===== config.mk =====
export PLATFORM = sky130hd
export DESIGN_NAME = ca_sweep_controller
export DESIGN_NICKNAME = d
export VERILOG_FILES = /design/src/rtl/ca_pkg.sv /design/src/rtl/ca_cell_rule.sv /design/src/rtl/ca_sweep_controller.sv
export SDC_FILE = /design/constraint.sdc
export NUM_CORES = 1
export LEC_CHECK = 0
export ABC_AREA = 1
export BUFFER_PORTS_ARGS = -buffer_cell sky130_fd_sc_hd__buf_4
export CORE_MARGIN = 5
export CORE_UTILIZATION = 47
export CTS_CLUSTER_DIAMETER = 120
export DETAILED_ROUTE_END_ITERATION = 10
export GPL_ROUTABILITY_DRIVEN = 0
export GPL_TIMING_DRIVEN = 0
export PLACE_DENSITY_LB_ADDON = 0.12
export SETUP_SLACK_MARGIN = 0.2
export SKIP_LAST_GASP = 1
export SYNTH_ARGS = -nofsm -noshare
export SYNTH_HDL_FRONTEND = slang
export SYNTH_SLANG_ARGS = --single-unit
export TNS_END_PERCENT = 100

===== constraint.sdc =====
create_clock -name clk -period 7.84 [get_ports clk]
set_input_delay 1.568 -clock clk [delete_from_list [all_inputs] [get_ports clk]]
set_output_delay 1.568 -clock clk [all_outputs]
set_load 0.02 [all_outputs]

===== src/rtl/ca_pkg.sv =====
// Shared types, constants and helpers for the cellular-automaton sweep slice.
package ca_pkg;

  localparam int GRID_N = 8;

  localparam logic [15:0] CA_DEFAULT_RULE = 16'h6634;

  typedef enum logic [1:0] {
    IDLE = 2'd0,
    SCAN = 2'd1,
    DONE = 2'd2
  } state_t;

  typedef logic [1:0] phase_t;

  // Flat bit position of cell (r,c): 8*r+c, which for 3-bit r and c is just {r,c}.
  function automatic logic [5:0] cell_idx(input logic [2:0] r, input logic [2:0] c);
    return {r, c};
  endfunction

endpackage


===== src/rtl/ca_cell_rule.sv =====
// Combinational rule lookup for a single cell of the toroidal grid.
// Gathers the {W,E,N,S} neighbour nibble and indexes the rule table with it.
module ca_cell_rule
  import ca_pkg::*;
(
  input  logic [GRID_N*GRID_N-1:0] i_grid,
  input  logic [2:0]               i_row,
  input  logic [2:0]               i_col,
  input  logic [15:0]              i_rule,
  output logic [3:0]               o_nbr,
  output logic                     o_next
);

  logic [2:0] w_colW;
  logic [2:0] w_colE;
  logic [2:0] w_rowN;
  logic [2:0] w_rowS;

  // Neighbour lookup; 3-bit row/column arithmetic wraps mod 8, giving the torus for free.
  always_comb begin
    w_colW = i_col - 3'd1;
    w_colE = i_col + 3'd1;
    w_rowN = i_row - 3'd1;
    w_rowS = i_row + 3'd1;
    o_nbr  = {i_grid[cell_idx(i_row, w_colW)],
              i_grid[cell_idx(i_row, w_colE)],
              i_grid[cell_idx(w_rowN, i_col)],
              i_grid[cell_idx(w_rowS, i_col)]};
    o_next = i_rule[o_nbr];
  end

endmodule


===== src/rtl/ca_sweep_controller.sv =====
// Owns the 8x8 toroidal CA grid and steps one parity sub-lattice per sweep,
// one active cell per clock, updating the grid in place.
module ca_sweep_controller
  import ca_pkg::*;
#(
  parameter logic [15:0] RULE  = CA_DEFAULT_RULE,
  parameter int          GEN_W = 16
) (
  input  logic             clk,
  input  logic             restart_n,
  input  logic             load,
  input  logic [63:0]      load_data,
  input  logic             butL,
  input  logic             butR,
  input  logic             butU,
  input  logic             butD,
  input  logic             run,
  output logic [63:0]      grid_out,
  output logic             centre,
  output logic             busy,
  output logic             done,
  output logic [1:0]       phase,
  output logic [GEN_W-1:0] gen_count
);

  state_t           r_state;
  state_t           w_stateNext;
  logic [3:0]       r_idx;
  logic [3:0]       w_idxNext;
  phase_t           r_phase;
  phase_t           w_phaseNext;
  logic [63:0]      r_grid;
  logic [GEN_W-1:0] r_gen;

  logic             w_anyBut;
  phase_t           w_butPhase;
  logic [2:0]       w_row;
  logic [2:0]       w_col;
  logic [3:0]       w_unusedNbr;
  logic             w_cellNext;
  logic             w_scanWrite;
  logic             w_genInc;

  // Active cell for this scan step: index bits pick the pair, the phase picks the parity.
  assign w_row = {r_idx[3:2], r_phase[1]};
  assign w_col = {r_idx[1:0], r_phase[0]};

  // The neighbour nibble is only observed inside the rule block; the controller needs the new value.
  ca_cell_rule u_rule (
    .i_grid (r_grid),
    .i_row  (w_row),
    .i_col  (w_col),
    .i_rule (RULE),
    .o_nbr  (w_unusedNbr),
    .o_next (w_cellNext)
  );

  // Start request decode; when several buttons fire together L wins, then R, U, D.
  always_comb begin
    w_anyBut = butL | butR | butU | butD;
    if (butL) begin
      w_butPhase = 2'd0;
    end else if (butR) begin
      w_butPhase = 2'd1;
    end else if (butU) begin
      w_butPhase = 2'd2;
    end else begin
      w_butPhase = 2'd3;
    end
  end

  // Next-state and status decode; a load overrides whatever the sweep would have done.
  always_comb begin
    w_stateNext = r_state;
    w_idxNext   = r_idx;
    w_phaseNext = r_phase;
    w_scanWrite = 1'b0;
    w_genInc    = 1'b0;
    busy        = 1'b0;
    done        = 1'b0;
    case (r_state)
      IDLE: begin
        if (w_anyBut) begin
          w_stateNext = SCAN;
          w_idxNext   = 4'd0;
          w_phaseNext = w_butPhase;
        end
      end
      SCAN: begin
        busy        = 1'b1;
        w_scanWrite = 1'b1;
        w_idxNext   = r_idx + 4'd1;
        if (r_idx == 4'd15) begin
          w_stateNext = DONE;
          w_genInc    = 1'b1;
        end
      end
      DONE: begin
        done = 1'b1;
        if (run) begin
          w_stateNext = SCAN;
          w_idxNext   = 4'd0;
          w_phaseNext = r_phase + 2'd1;
        end else begin
          w_stateNext = IDLE;
        end
      end
      default: begin
        w_stateNext = IDLE;
      end
    endcase
    if (load) begin
      w_stateNext = IDLE;
      w_idxNext   = 4'd0;
      w_phaseNext = r_phase;
      w_scanWrite = 1'b0;
      w_genInc    = 1'b0;
    end
  end

  // Sweep state register: state, scan index and phase.
  always_ff @(posedge clk or negedge restart_n) begin
    if (!restart_n) begin
      r_state <= IDLE;
      r_idx   <= 4'd0;
      r_phase <= 2'd0;
    end else begin
      r_state <= w_stateNext;
      r_idx   <= w_idxNext;
      r_phase <= w_phaseNext;
    end
  end

  // Grid and generation counter; neighbours of active cells are never active, so no snapshot is needed.
  always_ff @(posedge clk or negedge restart_n) begin
    if (!restart_n) begin
      r_grid <= 64'h0;
      r_gen  <= '0;
    end else if (load) begin
      r_grid <= load_data;
      r_gen  <= '0;
    end else begin
      if (w_scanWrite) begin
        r_grid[cell_idx(w_row, w_col)] <= w_cellNext;
      end
      if (w_genInc) begin
        r_gen <= r_gen + GEN_W'(1);
      end
    end
  end

  assign grid_out  = r_grid;
  assign centre    = r_grid[0];
  assign phase     = r_phase;
  assign gen_count = r_gen;

endmodule


==> results.yml <==
outcome:
  status: "finished, final reports clean"
power:
  powerDensity_nw_per_um2: 255
  switching_share: 0.460
  switchingPower_uw: 997
  seq_power_share: 0.249
  intPower_mw: 1.17
  combPwrFrac: 0.516
  clock_power_share: 0.235
  vdd_ir_drop_max_uv: 264
  p_leak_nw: 4.13
cts:
  post_cts_buffers: 0
  root_buffer: "clkbuf_16"
  cts_tree: "built"
  clkTransAtPathRegs_ns: 0.07
  clock_latency_ns: 0.36
  clock_sinks: 88
  clock_path_buffers: 2
  cts-hold-fix-buffers: 0
  cts_buffers: 9
  cts_resized: 0
  h-tree-depth: 3
synthesis:
  syn_area_per_cell_um2: 6.61
  synthFlopType: "dfrtp_1"
  synth_edf_count: 0
  synth_area_leader_cell: "dfrtp_1"
  synth_cell_types: 34
  yosys_warnings: 0
  ys_seq_area_frac: 0.326
  synthTopCellsByArea: "dfrtp_1, nand2_1, nor2_1, nand3_1, a21oi_2"
  yosysMostFrequentCell: "nand2_1"
  ys_async_sr_fraction: 1.00
  netlist.area_leader.share: 0.326
  yosys-top-cells-count: "nand2_1, nor2_1, nand3_1, dfrtp_1, inv_1"
  netlist_instances: 1024
  syn-cell-area_um2: 6770
  synth-seq-cells: 88
  syn-num-nets: 1106
sta:
  rsz0062_at_grt: "no"
  clock.fmax_mhz: 274
  worst_slew_pin_slew_ns: 1.13
  post-route-period-util: 0.466
  fin_crit_ns: 3.66
  setup_violations: 0
  setup_slack_ns: 4.18
  setup-tns-final_ns: 0
  maxSlewViolCount: 0
  hold_violations: 0
  relSlewSlack: 0.246
  fin_skew_ns: 0.00820
critical_path:
  rrSetupSlack_ns: 4.18
  worst_ep_arrival_time_ns: 3.94
  r2r-end: "grid_out[24]$_DFFE_PN0P_"
  reg2regPathDepth: 19
  r2r-start: "r_idx[0]$_DFFE_PN0P_"
  endpoint_kind: "register"
  critical_path.max_fanout: 12
  cp-start-kind: "register"
  criticalPathCategory: "register to register"
  cp.required_ns: 8.12
drt:
  detailedRoute.firstPassIterationCount: 9
  antenna_left: 0
  via_per_inst: 5.74
  drc: 0
  dr.first_iter.drc_count: 915
  wl_per_cell_um: 19.4
  vias: 7896
  wirelength_um: 26700
place:
  placed_cells: 1359
  dpl.hpwl_um: 18900
  post_dp_cell_area_um2: 8150
  pre_cts_ws_ns: 4.29
  port_buffers: 155
min_path:
  hp-start: "gen_count[15]$_DFFE_PN0P_"
  hold_depth: 1
  hold_path_class: "register to register"
  hold_end: "gen_count[15]$_DFFE_PN0P_"
global_route:
  antenna_found_initial: 0
  grtUsageTotal: 0.315
  grt_overflow: 0
  grt_pass1_wl_um: 40400
  grt_max_degree: 89
  grt_pass1_vias: 7351
final_layout:
  area_growth_pct: 25.6
  n_antenna_cell: 0
  stdcell_count: 1375
  fillers: 1401
  nNetsFinal: 1272
  drive_above_1_share: 0.230
  final_area_um2: 8500
floorplan:
  die_x_um: 130
  start_util: 0.484
  die_area_um2: 16900
  die-height_um: 130
  rows: 43
  core_area_um2: 14000
  pin_count: 157
flow_run:
  maxCapViolCount: 0
-- metrics by stage --
step / hold WS (ns) / power, mW / util
2_1_floorplan: 0.576 / 1.28 / -
3_3_place_gp: 0.455 / 1.62 / 0.583
3_5_place_dp: 0.464 / 1.63 / 0.583
4_1_cts: 0.473 / 2.14 / 0.608
5_1_grt: 0.500 / 2.26 / 0.608
6_report: 0.469 / 2.17 / 0.608
-- critical path: stages (launching register included) --
cell and delay [ns]:
dfrtp_1 0.42, buf_2 0.25, inv_2 0.25, buf_2 0.38, ha_1 0.31, clkinv_1 0.21, clkbuf_1 0.50, nand2_1 0.10
nand3_1 0.09, o21ai_0 0.10, nand2_1 0.09, nand2_1 0.05, nor2_1 0.12, nand2_1 0.06, nand2_1 0.06, inv_1 0.04
nand2_2 0.06, nand2_4 0.13, buf_6 0.20, a21oi_2 0.13
-- cell usage in the layout (no fill, tap or decap), types with 9 or more instances in the layout --
cell,netlist,final
nor3_1,16,16
nand3_1,106,106
buf_2,13,13
inv_1,71,71
a211oi_1,40,40
ha_1,10,10
o211ai_1,15,15
buf_4,4,159
nand2_1,317,317
buf_6,12,12
dfrtp_1,88,88
nor2_1,163,163
clkbuf_16,0,9
a21oi_1,27,27
o21ai_0,20,20
clkbuf_1,20,20
a21oi_2,60,60
-- how the worst max path moves through the flow --
stage,start,endpoint,cells after the start
floorplan,load,gen_count[14]$_DFFE_PN0P_,9
global placement,load,grid_out[25]$_DFFE_PN0P_,7
detailed placement,load,grid_out[31]$_DFFE_PN0P_,7
CTS,r_idx[0]$_DFFE_PN0P_,grid_out[11]$_DFFE_PN0P_,18
global route,r_idx[0]$_DFFE_PN0P_,grid_out[63]$_DFFE_PN0P_,18
finish,r_idx[0]$_DFFE_PN0P_,grid_out[24]$_DFFE_PN0P_,19
-- sequential cells by signal, summed over array words and instances, names as in the netlist --
signal,cells
r_idx,4
r_state,2
grid_out,64
phase,2
gen_count,16
-- layout make-up --
cell class | instances | area [um^2] | share of cell area
multi-input cells | 808 | 3960 | 0.466
flip-flops and latches | 88 | 2200 | 0.259
repair buffers | 155 | 1160 | 0.137
plain buffers | 52 | 317 | 0.0372
inverters | 76 | 285 | 0.0336
clock buffers | 9 | 225 | 0.0265
well taps | 180 | 225 | 0.0265
clock inverters | 7 | 119 | 0.0140
-- cells by family after synthesis --
family,after synthesis,synth area share
AND/OR/NAND/NOR,621,0.376
AO/OA/AOI/OAI,173,0.185
adder cells (fa/ha/maj),10,0.0185
XOR/XNOR,4,0.00629
buffers and inverters,128,0.0890
flip-flops,88,0.326
-- power groups by stage --
stage / Sequential [mW] / Clock, mW / Combinational, mW
detailed placement: 0.546 / 0 / 1.08
finish: 0.540 / 0.509 / 1.12
floorplan: 0.574 / 0 / 0.709
CTS: 0.539 / 0.512 / 1.09
global route: 0.544 / 0.525 / 1.19
global placement: 0.546 / 0 / 1.07
-- metal layers --
metal	wire length, um	track usage
met5	0	0
met4	1050	0.129
met3	3100	0.0864
met2	11600	0.473
met1	10900	0.431
Note: power is estimated with default switching activity, not from simulation.
